$ cat src/rtl/rng_uart_streamer.sv
// rng_uart_streamer: samples a random word at a fixed tick rate, buffers it
// in a small word FIFO and serialises each word as WORD_WIDTH/8 UART frames,
// least-significant byte first, with optional parity and 1 or 2 stop bits.
// Samples that arrive while the FIFO is full are dropped and counted.
module rng_uart_streamer #(
  parameter int WORD_WIDTH = 16,
  parameter int CLK_FREQ   = 12_000_000,
  parameter int BAUD       = 115_200,
  parameter int SAMPLE_DIV = 240,
  parameter int FIFO_DEPTH = 8,
  parameter int PARITY_EN  = 1,
  parameter int PARITY_ODD = 0,
  parameter int STOP_BITS  = 1
) (
  input  logic                          clk,
  input  logic                          rst,
  input  logic                          en,
  input  logic [WORD_WIDTH-1:0]         rand_word,
  input  logic                          rand_valid,
  output logic                          tx,
  output logic                          busy,
  output logic [$clog2(FIFO_DEPTH):0]   fifo_level,
  output logic                          overflow,
  output logic [15:0]                   drop_count
);

  localparam int BAUD_DIV  = CLK_FREQ / BAUD;
  localparam int NUM_BYTES = WORD_WIDTH / 8;
  localparam int PTR_W     = $clog2(FIFO_DEPTH);
  localparam int LVL_W     = PTR_W + 1;
  localparam int SCNT_W    = (SAMPLE_DIV > 1) ? $clog2(SAMPLE_DIV) : 1;
  localparam int BCNT_W    = $clog2(BAUD_DIV);
  localparam int BYTE_W    = (NUM_BYTES > 1) ? $clog2(NUM_BYTES) : 1;
  localparam logic ODD_BIT = (PARITY_ODD != 0);

  typedef enum logic [2:0] {IDLE, START, DATA, PARITY, STOP} state_t;

  state_t                  state, state_next;
  logic [SCNT_W-1:0]       sample_cnt;
  logic                    tick;
  logic                    push_req, push, pop, full;
  logic [WORD_WIDTH-1:0]   mem [FIFO_DEPTH];
  logic [PTR_W-1:0]        wr_ptr, rd_ptr;
  logic [BCNT_W-1:0]       baud_cnt;
  logic                    bit_done;
  logic [2:0]              bit_cnt;
  logic [BYTE_W-1:0]       byte_idx;
  logic                    last_byte;
  logic [WORD_WIDTH-1:0]   shift_reg;

  assign tick      = (sample_cnt == SCNT_W'(SAMPLE_DIV - 1));
  assign push_req  = tick & en & rand_valid;
  assign full      = (fifo_level == LVL_W'(FIFO_DEPTH));
  assign push      = push_req & ~full;
  assign bit_done  = (baud_cnt == BCNT_W'(BAUD_DIV - 1));
  assign last_byte = (byte_idx == BYTE_W'(NUM_BYTES - 1));
  assign busy      = (state != IDLE) || (fifo_level != '0);

  // Free-running sample-rate divider; it keeps counting whether or not sampling is enabled.
  always_ff @(posedge clk) begin
    if (rst) begin
      sample_cnt <= '0;
    end else if (tick) begin
      sample_cnt <= '0;
    end else begin
      sample_cnt <= sample_cnt + 1'b1;
    end
  end

  // Word storage; contents need no reset because the level gates every read.
  always_ff @(posedge clk) begin
    if (push) begin
      mem[wr_ptr] <= rand_word;
    end
  end

  // FIFO pointers and level; a full FIFO refuses the push even when a pop frees a slot this cycle.
  always_ff @(posedge clk) begin
    if (rst) begin
      wr_ptr     <= '0;
      rd_ptr     <= '0;
      fifo_level <= '0;
    end else begin
      if (push) begin
        wr_ptr <= wr_ptr + 1'b1;
      end
      if (pop) begin
        rd_ptr <= rd_ptr + 1'b1;
      end
      case ({push, pop})
        2'b10:   fifo_level <= fifo_level + 1'b1;
        2'b01:   fifo_level <= fifo_level - 1'b1;
        default: fifo_level <= fifo_level;
      endcase
    end
  end

  // Dropped-sample bookkeeping: sticky flag plus a saturating counter.
  always_ff @(posedge clk) begin
    if (rst) begin
      overflow   <= 1'b0;
      drop_count <= '0;
    end else if (push_req && full) begin
      overflow <= 1'b1;
      if (drop_count != 16'hFFFF) begin
        drop_count <= drop_count + 1'b1;
      end
    end
  end

  // Transmit sequencing and the serial line value, decoded from the current state.
  always_comb begin
    state_next = state;
    pop        = 1'b0;
    tx         = 1'b1;
    case (state)
      IDLE: begin
        if (fifo_level != '0) begin
          pop        = 1'b1;
          state_next = START;
        end
      end
      START: begin
        tx = 1'b0;
        if (bit_done) begin
          state_next = DATA;
        end
      end
      DATA: begin
        tx = shift_reg[bit_cnt];
        if (bit_done && bit_cnt == 3'd7) begin
          state_next = (PARITY_EN != 0) ? PARITY : STOP;
        end
      end
      PARITY: begin
        tx = (^shift_reg[7:0]) ^ ODD_BIT;
        if (bit_done) begin
          state_next = STOP;
        end
      end
      STOP: begin
        tx = 1'b1;
        if (bit_done && bit_cnt == 3'(STOP_BITS - 1)) begin
          state_next = last_byte ? IDLE : START;
        end
      end
      default: state_next = IDLE;
    endcase
  end

  // State register plus bit timing; counters restart whenever a new state is entered.
  always_ff @(posedge clk) begin
    if (rst) begin
      state     <= IDLE;
      baud_cnt  <= '0;
      bit_cnt   <= '0;
      byte_idx  <= '0;
      shift_reg <= '0;
    end else begin
      state <= state_next;
      if (state_next != state || state == IDLE || bit_done) begin
        baud_cnt <= '0;
      end else begin
        baud_cnt <= baud_cnt + 1'b1;
      end
      if (state_next != state) begin
        bit_cnt <= '0;
      end else if (bit_done) begin
        bit_cnt <= bit_cnt + 1'b1;
      end
      if (pop) begin
        shift_reg <= mem[rd_ptr];
        byte_idx  <= '0;
      end else if (state == STOP && state_next == START) begin
        shift_reg <= shift_reg >> 8;
        byte_idx  <= byte_idx + 1'b1;
      end
    end
  end

endmodule

$ cat config.mk
export PLATFORM = sky130hd
export DESIGN_NAME = rng_uart_streamer
export DESIGN_NICKNAME = d
export VERILOG_FILES = /design/src/rtl/rng_uart_streamer.sv
export SDC_FILE = /design/constraint.sdc
export NUM_CORES = 1
export LEC_CHECK = 0
export ABC_AREA = 1
export CAP_MARGIN = 5
export CORE_MARGIN = 1.5
export CORE_UTILIZATION = 40
export DETAILED_ROUTE_END_ITERATION = 12
export PLACE_DENSITY = 0.69
export SYNTH_ARGS = -nofsm -noshare
export SYNTH_HDL_FRONTEND = slang
export SYNTH_SLANG_ARGS = --single-unit
$ cat constraint.sdc
create_clock -name clk -period 4.4 [get_ports clk]
set_input_delay 1.32 -clock clk [delete_from_list [all_inputs] [get_ports clk]]
set_output_delay 1.32 -clock clk [all_outputs]
set_load 0.03 [all_outputs]
Yosys cells after proc, flatten, opt, wreduce, memory -nomap -nowiden

Memory sizes are Yosys's and may differ from the RTL's. A register that Yosys moved wholly into a read port is not among the register bits.
Cells that the tools add are included.

$add $sub $neg: 9
Magnitude comparators: 1
Equal/unequal tests: 13
Muxes and demuxes: 19
Bitwise operators: 4
Reduce and logical (&&, ||, !) cells: 19

Operator list:

| kind                  | count |
|---|---|
| $mux 16               | 2 |
| $mux 3                | 7 |
| $add 16x1->16 const B | 1 |
| $ne 16x16->1 const B  | 1 |
| $pmux 3 s5            | 1 |
| $add 3x1->3 const B   | 3 |
| $add 8x1->8 const B   | 1 |
| $eq 8x8->1 const B    | 1 |
| $pmux 4 s2            | 1 |
| $reduce_or 2->1       | 4 |
| $reduce_xor 8->1      | 1 |
| $add 7x1->7 const B   | 1 |
| $eq 7x7->1 const B    | 1 |
| $eq 3x1->1 const B    | 2 |
| $eq 3x2->1 const B    | 2 |
| $eq 3x3->1 const B    | 2 |
| $logic_not 3->1       | 2 |
| $mux 1                | 6 |
| $lt 3x5->1 const B    | 1 |
| $add 4x1->4 const B   | 1 |
| $eq 4x4->1 const B    | 1 |
| $logic_and 1x1->1     | 4 |
| $reduce_bool 2->1     | 2 |
| $reduce_bool 4->1     | 1 |
| 12 further kinds      | 16 |

Register bits after elaboration: 65
Memory bits (writable): 128
Logic and storage cells: 77
Memories kept: 1

Memory list:

| name | words | bits a word | read ports | clocked after memory_dff | wr ports | RTL line | source |
|---|---|---|---|---|---|---|---|
| mem  | 8     | 16          | 1          | 1                        | 1        | 42       | `logic [WORD_WIDTH-1:0] mem [FIFO_DEPTH];` |

Longest topological paths before layout

Gate-level depths: netlist of the first run.

Depth after elaboration: 8
Depth in mapped cells: 16
Mapped depth without buffers: 16

Worst setup path after synthesis of the first run

Ideal clock, no wire load.

Path type: in2reg
Start: input port rand_valid
End: memory mem[0][0], enable pin
Setup time: 0.409 ns
Arrival: 3.112 ns
Data required time: 3.991 ns
Path slack: 0.879 ns
Stages on the path: 7
Buffers on the path: 0
Cell sequence: nand2_1 inv_1 nand2_1 nor2_1 inv_2 or2_1 nor3_1

Cells in the longest elaborated chain, start to end: 4

RTL lines:

| what                         | RTL line | source |
|---|---|---|
| start: declaration           | 19       | `input logic rand_valid,` |
| $and 1x1->1                  | 52       | `assign push_req = tick & en & rand_valid;` |
| $and 1x1->1                  | 54       | `assign push = push_req & ~full;` |
| $mux 1                       | 72       | `if (push) begin` |
| $mux 1 (implied by the code) | 73       | `mem[wr_ptr] <= rand_word;` |
| end: declaration             | 42       |  |

Every way passes these cells.

Worst setup path in the final report of the first run

Start: register bit_cnt[0]
End: output port tx

Cells in the longest elaborated chain, start to end: 3

RTL lines:

| what                         | RTL line | source |
|---|---|---|
| start: declaration           | 46       | `logic [2:0] bit_cnt;` |
| start signal: assignment     | 169      | `bit_cnt <= bit_cnt + 1'b1;` |
| $bmux 1 s3                   | 130      | `tx = shift_reg[bit_cnt];` |
| $mux 1 (implied by the code) | 130      |  |
| $pmux 1 s3                   | 116      | `case (state)` |
| end: declaration             | 20       | `output logic tx,` |

Every way passes these cells. The select of a mux whose other input is x is not followed.

==> results.toml, run 1 <==
[layout]
largest_reg_flops = 128
final-instance-count-excl-fill = 1169
drive_gt1_frac = 0.09789
n_antenna_cell = 0
final_net_count = 918
area_growth_syn_to_layout_pct = 15.93

[floorplanning]
die_y_um = 148.1
rows = 52
ios = 43
die-area_sq_um = 21930
start_util = 0.4122
die_w_um = 148.1
core_sq_um = 20430

[worst_setup_path]
timing_worst_setup_path_type = "reg2out"
cp-start-kind = "flop"
endpoint_kind = "output pin"
critPathMaxFanout = 7
reg2regPathDepth = 16
arrival_ns = 2.28
required_ns = 3.08

[route]
first_pass_iters = 5
ant_nets = 0
wl_per_cell_um = 14.84
drc = 0
drt-initial-drc-count = 371
num_vias = 5880
vias_per_cell = 5.030
wl_mm = 17.35

[pwr]
ir_worst_vdd_uv = 294.5
power_density_nw_per_um2 = 529.9
p_total_w = 0.005174
power.leakage_nw = 3.431

[status]
status = "finished clean"

[synthesis]
yosys.area_share.xor_xnor = 0.02808
synth_area_sq_um = 8422
syn_avg_cell_area_sq_um = 9.990
synth-simple-area-share = 0.1974
synth_flop_cell = "edfxtp_1"
yosys_warnings = 0
synthMuxAreaShare = 0
synth_top_area_share = 0.4564
synth_fa_ha_area_frac = 0.01872
synth_cell_types = 38
synth_top_family_by_area = "simple AND/OR/NAND/NOR gates"
synth_cells = 843
synth_nets = 875
synth_compound_area_frac = 0.08884
synth-seq-cells = 196
netlist.top_cell.by_area = "edfxtp_1"
synthTopCellsByArea = "edfxtp_1 46%, dfxtp_1 16%, nand2_1 7.9%, nand3_1 4.7%, nor2_1 3.9%"
synth_seq_area_share = 0.6180
synthArstFlopShare = 0
synth-edff-count = 128

[clock_network]
cts_tree = "built"
cts-resized-gates = 0
ctsHoldBuffers = 0
clockBufferDepth = 2
cts_buffers = 17
post_cts_buffers = 0
numClockSinks = 196
clock_latency_ns = 0.44
cts_root_buffer = "clkbuf_16"
h-tree-depth = 4
clkTransAtPathRegs_ns = 0.08

[timing]
post-route-min-period_ns = 3.605
fin_tns_setup_ns = 0
rsz0062_at_grt = "false"
finalHoldViolCount = 0
fin_hold_ws_ns = 0.4542
slew_headroom = 0.3754
skew_ns = 0.01675
finalSetupViolCount = 0
maxSlewViolCount = 0
worst_pin_slew_ns = 0.9358
fmax_mhz = 277.4
period_share = 0.8193

[min_path]
whs_path_depth = 1
hold_path_class = "reg2reg"

[placement]
port_buffers = 42
finalWeightedCongestion = 0.7870
dpl.hpwl_mm = 10.54
dp_cells = 1137

[grt]
overflow = 0
grt_usage = 0.1690
grt_antenna_before_repair = 0
first_global_vias = 5681
grt_pass1_wl_mm = 29.08
grt_start_max_net_pins = 65

[job]
maxCapViolCount = 0
Yosys cell counts (all sizes together), types with 2 or more instances:
library cell,instances
nand2,184
edfxtp,128
nor2,91
nand3,81
dfxtp,68
inv,62
o21ai,52
a21oi,40
o211ai,25
clkbuf,22
nor3,19
xor2,17
ha,11
buf,10
xnor2,10
o22ai,9
nand4,6
or2,3
nand3b,2
final cells by class:
cell class | count | area [sq um]
Clock buffer | 17 | 425.4
Clock inverter | 15 | 177.7
Fill cell | 1890 | 10670
Inverter | 62 | 237.7
Multi-Input combinational cell | 552 | 2845
Sequential cell | 196 | 5206
Tap cell | 270 | 337.8
Timing Repair Buffer | 57 | 533.0
through the flow:
stage	worst slack [ns]	utilization	cell area, sq um
floorplan	0.8791	-	8422
global placement	0.7910	0.4484	9160
detailed placement	0.7521	0.4484	9160
CTS	0.7547	0.4779	9763
global route	0.5825	0.4779	9763
finish	0.7951	0.4779	9763
cells in the final DEF (no fill, tap or decap), types with 8 or more instances in the layout:
| master | synthesis | routed |
|---|---|---|
| nand2_1 | 177 | 177 |
| ha_1 | 11 | 11 |
| nor2_1 | 87 | 87 |
| nor3_1 | 18 | 10 |
| xor2_1 | 17 | 17 |
| buf_4 | 2 | 15 |
| xnor2_1 | 10 | 10 |
| a21oi_1 | 30 | 30 |
| inv_1 | 56 | 56 |
| o22ai_1 | 9 | 9 |
| dfxtp_1 | 68 | 67 |
| o21ai_0 | 51 | 51 |
| nand3_1 | 79 | 79 |
| o211ai_1 | 25 | 25 |
| clkbuf_16 | 0 | 17 |
| a21oi_2 | 10 | 10 |
| nor3_2 | 0 | 8 |
| clkdlybuf4s50_1 | 0 | 42 |
| edfxtp_1 | 128 | 128 |
power by group:
part / total (W) / internal, W / switching, W
Combinational: 0.00150 / 0.000501 / 0.00100
Sequential: 0.00214 / 0.00206 / 0.0000741
Clock: 0.00154 / 0.000768 / 0.000767
Total: 0.00517 / 0.00333 / 0.00184
cell families after synthesis:
| logic type | after synthesis |
|---|---|
| simple gates | 386 |
| flops | 196 |
| compound gates | 127 |
| buf+inv | 95 |
| xor+xnor | 27 |
| fa+ha+maj | 12 |
worst paths after layout:
check	startpoint	to	slack (ns)
setup / recovery	bit_cnt[0]	tx	0.80
hold / removal	sample_cnt[0]	sample_cnt[0]	0.45
setup reg to reg	sample_cnt[0]	fifo_level[3]	1.72
hold reg to reg	sample_cnt[0]	sample_cnt[0]	0.45
critical path, stage by stage (launching register included):
cell and delay [ns]:
dfxtp_1 0.38, inv_1 0.16, nor2_1 0.05, nor2_1 0.07
o21ai_0 0.09, o211ai_1 0.09, o21ai_0 0.11, nand2_1 0.07
nand2_1 0.04, o21ai_0 0.08, clkdlybuf4s50_1 0.72
layer usage:
layer / GRT usage / share of wire / vias up
met1: 0.2279 / 0.47 / 2776
li1: - / - / 2969
met2: 0.2762 / 0.48 / 118
met3: 0.03497 / 0.041 / 17
met5: 0 / 0 / -
met4: 0.05050 / 0.011 / 0
No activity file was read; power rests on OpenSTA's default activity.
==> run 2: changes to the inputs <==
Clock period 4.4 ns to 3.6 ns, I/O delays scaled along.
==> run 2 against run 1 <==
Die area did not move. Global-route usage barely moved. Sequential cell count did not move. Routed wire length rose by 2.2%. Via count rose by 0.61%. Clock-buffer cell count rose by 2. Power rose by 21%. Largest cell class unchanged. Largest power group unchanged.
==> results.toml, run 2 (synthesis gave the netlist of run 1 again) <==
[grt]
grt_antenna_before_repair = 0
overflow = 0
grt_pass1_wl_mm = 28.70
grt_start_max_net_pins = 65
first_global_vias = 5620
grt_usage = 0.1692

[clock_network]
clkTransAtPathRegs_ns = 0.07
h-tree-depth = 4
clock_latency_ns = 0.44
cts_buffers = 17
numClockSinks = 196
cts_root_buffer = "clkbuf_16"
clockBufferDepth = 2
cts_tree = "built"
post_cts_buffers = 0
ctsHoldBuffers = 0

[layout]
fin_util = 0.4754
largest_reg_flops = 128
mostFrequentLayoutCell = "nand2_1"
n_antenna_cell = 0
finish.instance_area_sq_um = 9712
nFillCells = 1912
drive_gt1_frac = 0.09131
mostFrequentLayoutCells = "177 x nand2_1, 128 x edfxtp_1, 87 x nor2_1"
area_growth_syn_to_layout_pct = 15.32
final_net_count = 917

[timing]
worst_pin_slew_ns = 1.102
fin_tns_setup_ns = 0
post-route-min-period_ns = 3.013
fmax_mhz = 331.9
maxSlewViolCount = 0
finalHoldViolCount = 0
rsz0062_at_grt = "false"
skew_ns = 0.01134
period_share = 0.8370
slew_headroom = 0.2642
finalSetupViolCount = 0

[worst_setup_path]
r2r_slack_ns = 0.91
arrival_ns = 1.93
reg2regPathDepth = 16
timing.rr.start = "sample_cnt[0]"
timing_worst_setup_path_type = "reg2out"
slowest_stage = "dfxtp_1"
cp_cell_sequence = "inv_1 > o21ai_0 > o22ai_1 > o21ai_0 > nand2_1 > nand2_1 > o21ai_0 > dlymetal6s2s_1"
cp_common_cell = "o21ai_0"
max_stage_delay_ns = 0.46
required_ns = 2.52
reg2reg_to = "fifo_level[3]"
endpoint_kind = "output pin"
cp-start-kind = "flop"
critPathMaxFanout = 7

[route]
vias_per_cell = 5.065
wl_per_cell_um = 15.18
wl_mm = 17.73
ant_nets = 0
num_vias = 5916
drt-initial-drc-count = 421
drc = 0
first_pass_iters = 5

[floorplanning]
die_w_um = 148.1
die_y_um = 148.1
start_util = 0.4122
rows = 52
die-area_sq_um = 21930
ios = 43
core_sq_um = 20430

[pwr]
power_density_nw_per_um2 = 646.5
power.leakage_nw = 3.413
ir_worst_vdd_uv = 387.9

[min_path]
hold_path_class = "reg2reg"
whs_path_depth = 1
min-delay-start = "sample_cnt[0]"
hold_end = "sample_cnt[0]"

[placement]
port_buffers = 42
dpl.hpwl_mm = 10.70
place_area_sq_um = 9153
finalWeightedCongestion = 0.7760

[status]
status = "finished clean"

[job]
maxCapViolCount = 0
-- run 2: final cells by class --
| class | count | area, sq um | share of cell area |
|---|---|---|---|
| inverter | 62 | 237.7 | 0.02448 |
| clock buffer | 19 | 432.9 | 0.04458 |
| tap | 270 | 337.8 | 0.03478 |
| timing repair buffer | 56 | 528.0 | 0.05437 |
| multi-input combinational | 552 | 2845 | 0.2930 |
| clock inverter | 13 | 123.9 | 0.01275 |
| sequential | 196 | 5206 | 0.5361 |
-- run 2: what timing repair did --
action                                  4_1_cts  5_1_grt
hold endpoints to repair                      0        0
gates resized for setup                       0        1
endpoints found under the setup margin        0        1
-- run 2: critical path, delay by kind of cell, from the launching register on --
kind	cells	cell delay (ns)
AO/OA/AOI/OAI	4	0.50
AND/OR/NAND/NOR	2	0.13
flip-flops	1	0.46
buffers and inverters	2	0.41
-- run 2: how the worst max path moves through the flow --
| stage | from | endpoint | slack [ns] | depth (start not counted) |
|---|---|---|---|---|
| 5_1_grt | bit_cnt[0] | tx | 0.32 | 8 |
| 6_report | bit_cnt[0] | tx | 0.59 | 8 |
| 3_5_place_dp | rand_valid | fifo_level[3] | 0.17 | 14 |
| 3_3_place_gp | rand_valid | fifo_level[3] | 0.23 | 14 |
| 2_1_floorplan | rand_valid | mem[2][0] | 0.32 | 7 |
| 4_1_cts | bit_cnt[0] | tx | 0.20 | 10 |
-- run 2: metrics by stage --
stage | setup slack [ns] | hold slack, ns | instances | power (W)
floorplan | 0.3191 | 0.4175 | 843 | 0.003976
global placement | 0.2293 | 0.4341 | 1136 | 0.004448
detailed placement | 0.1695 | 0.4356 | 1136 | 0.004496
CTS | 0.1998 | 0.4507 | 1168 | 0.006306
global route | 0.3244 | 0.4820 | 1168 | 0.006666
finish | 0.5869 | 0.4454 | 1168 | 0.006279
-- run 2: power breakdown --
part           leakage (nW)  internal (W)  switching, W
Clock                 0.269      0.000967      0.000863
Sequential             1.70       0.00252     0.0000943
Combinational          1.44      0.000601       0.00123
-- run 2: routing by layer --
metal  track usage  wire [um]  vias up  part of all wire
met1        0.2185       8342     2808              0.47
li1              -          -     2973                 -
met4       0.05446        261        0             0.015
met2        0.2783       8353      112              0.47
met3       0.04479        776       23             0.044
met5             0          0        -                 0
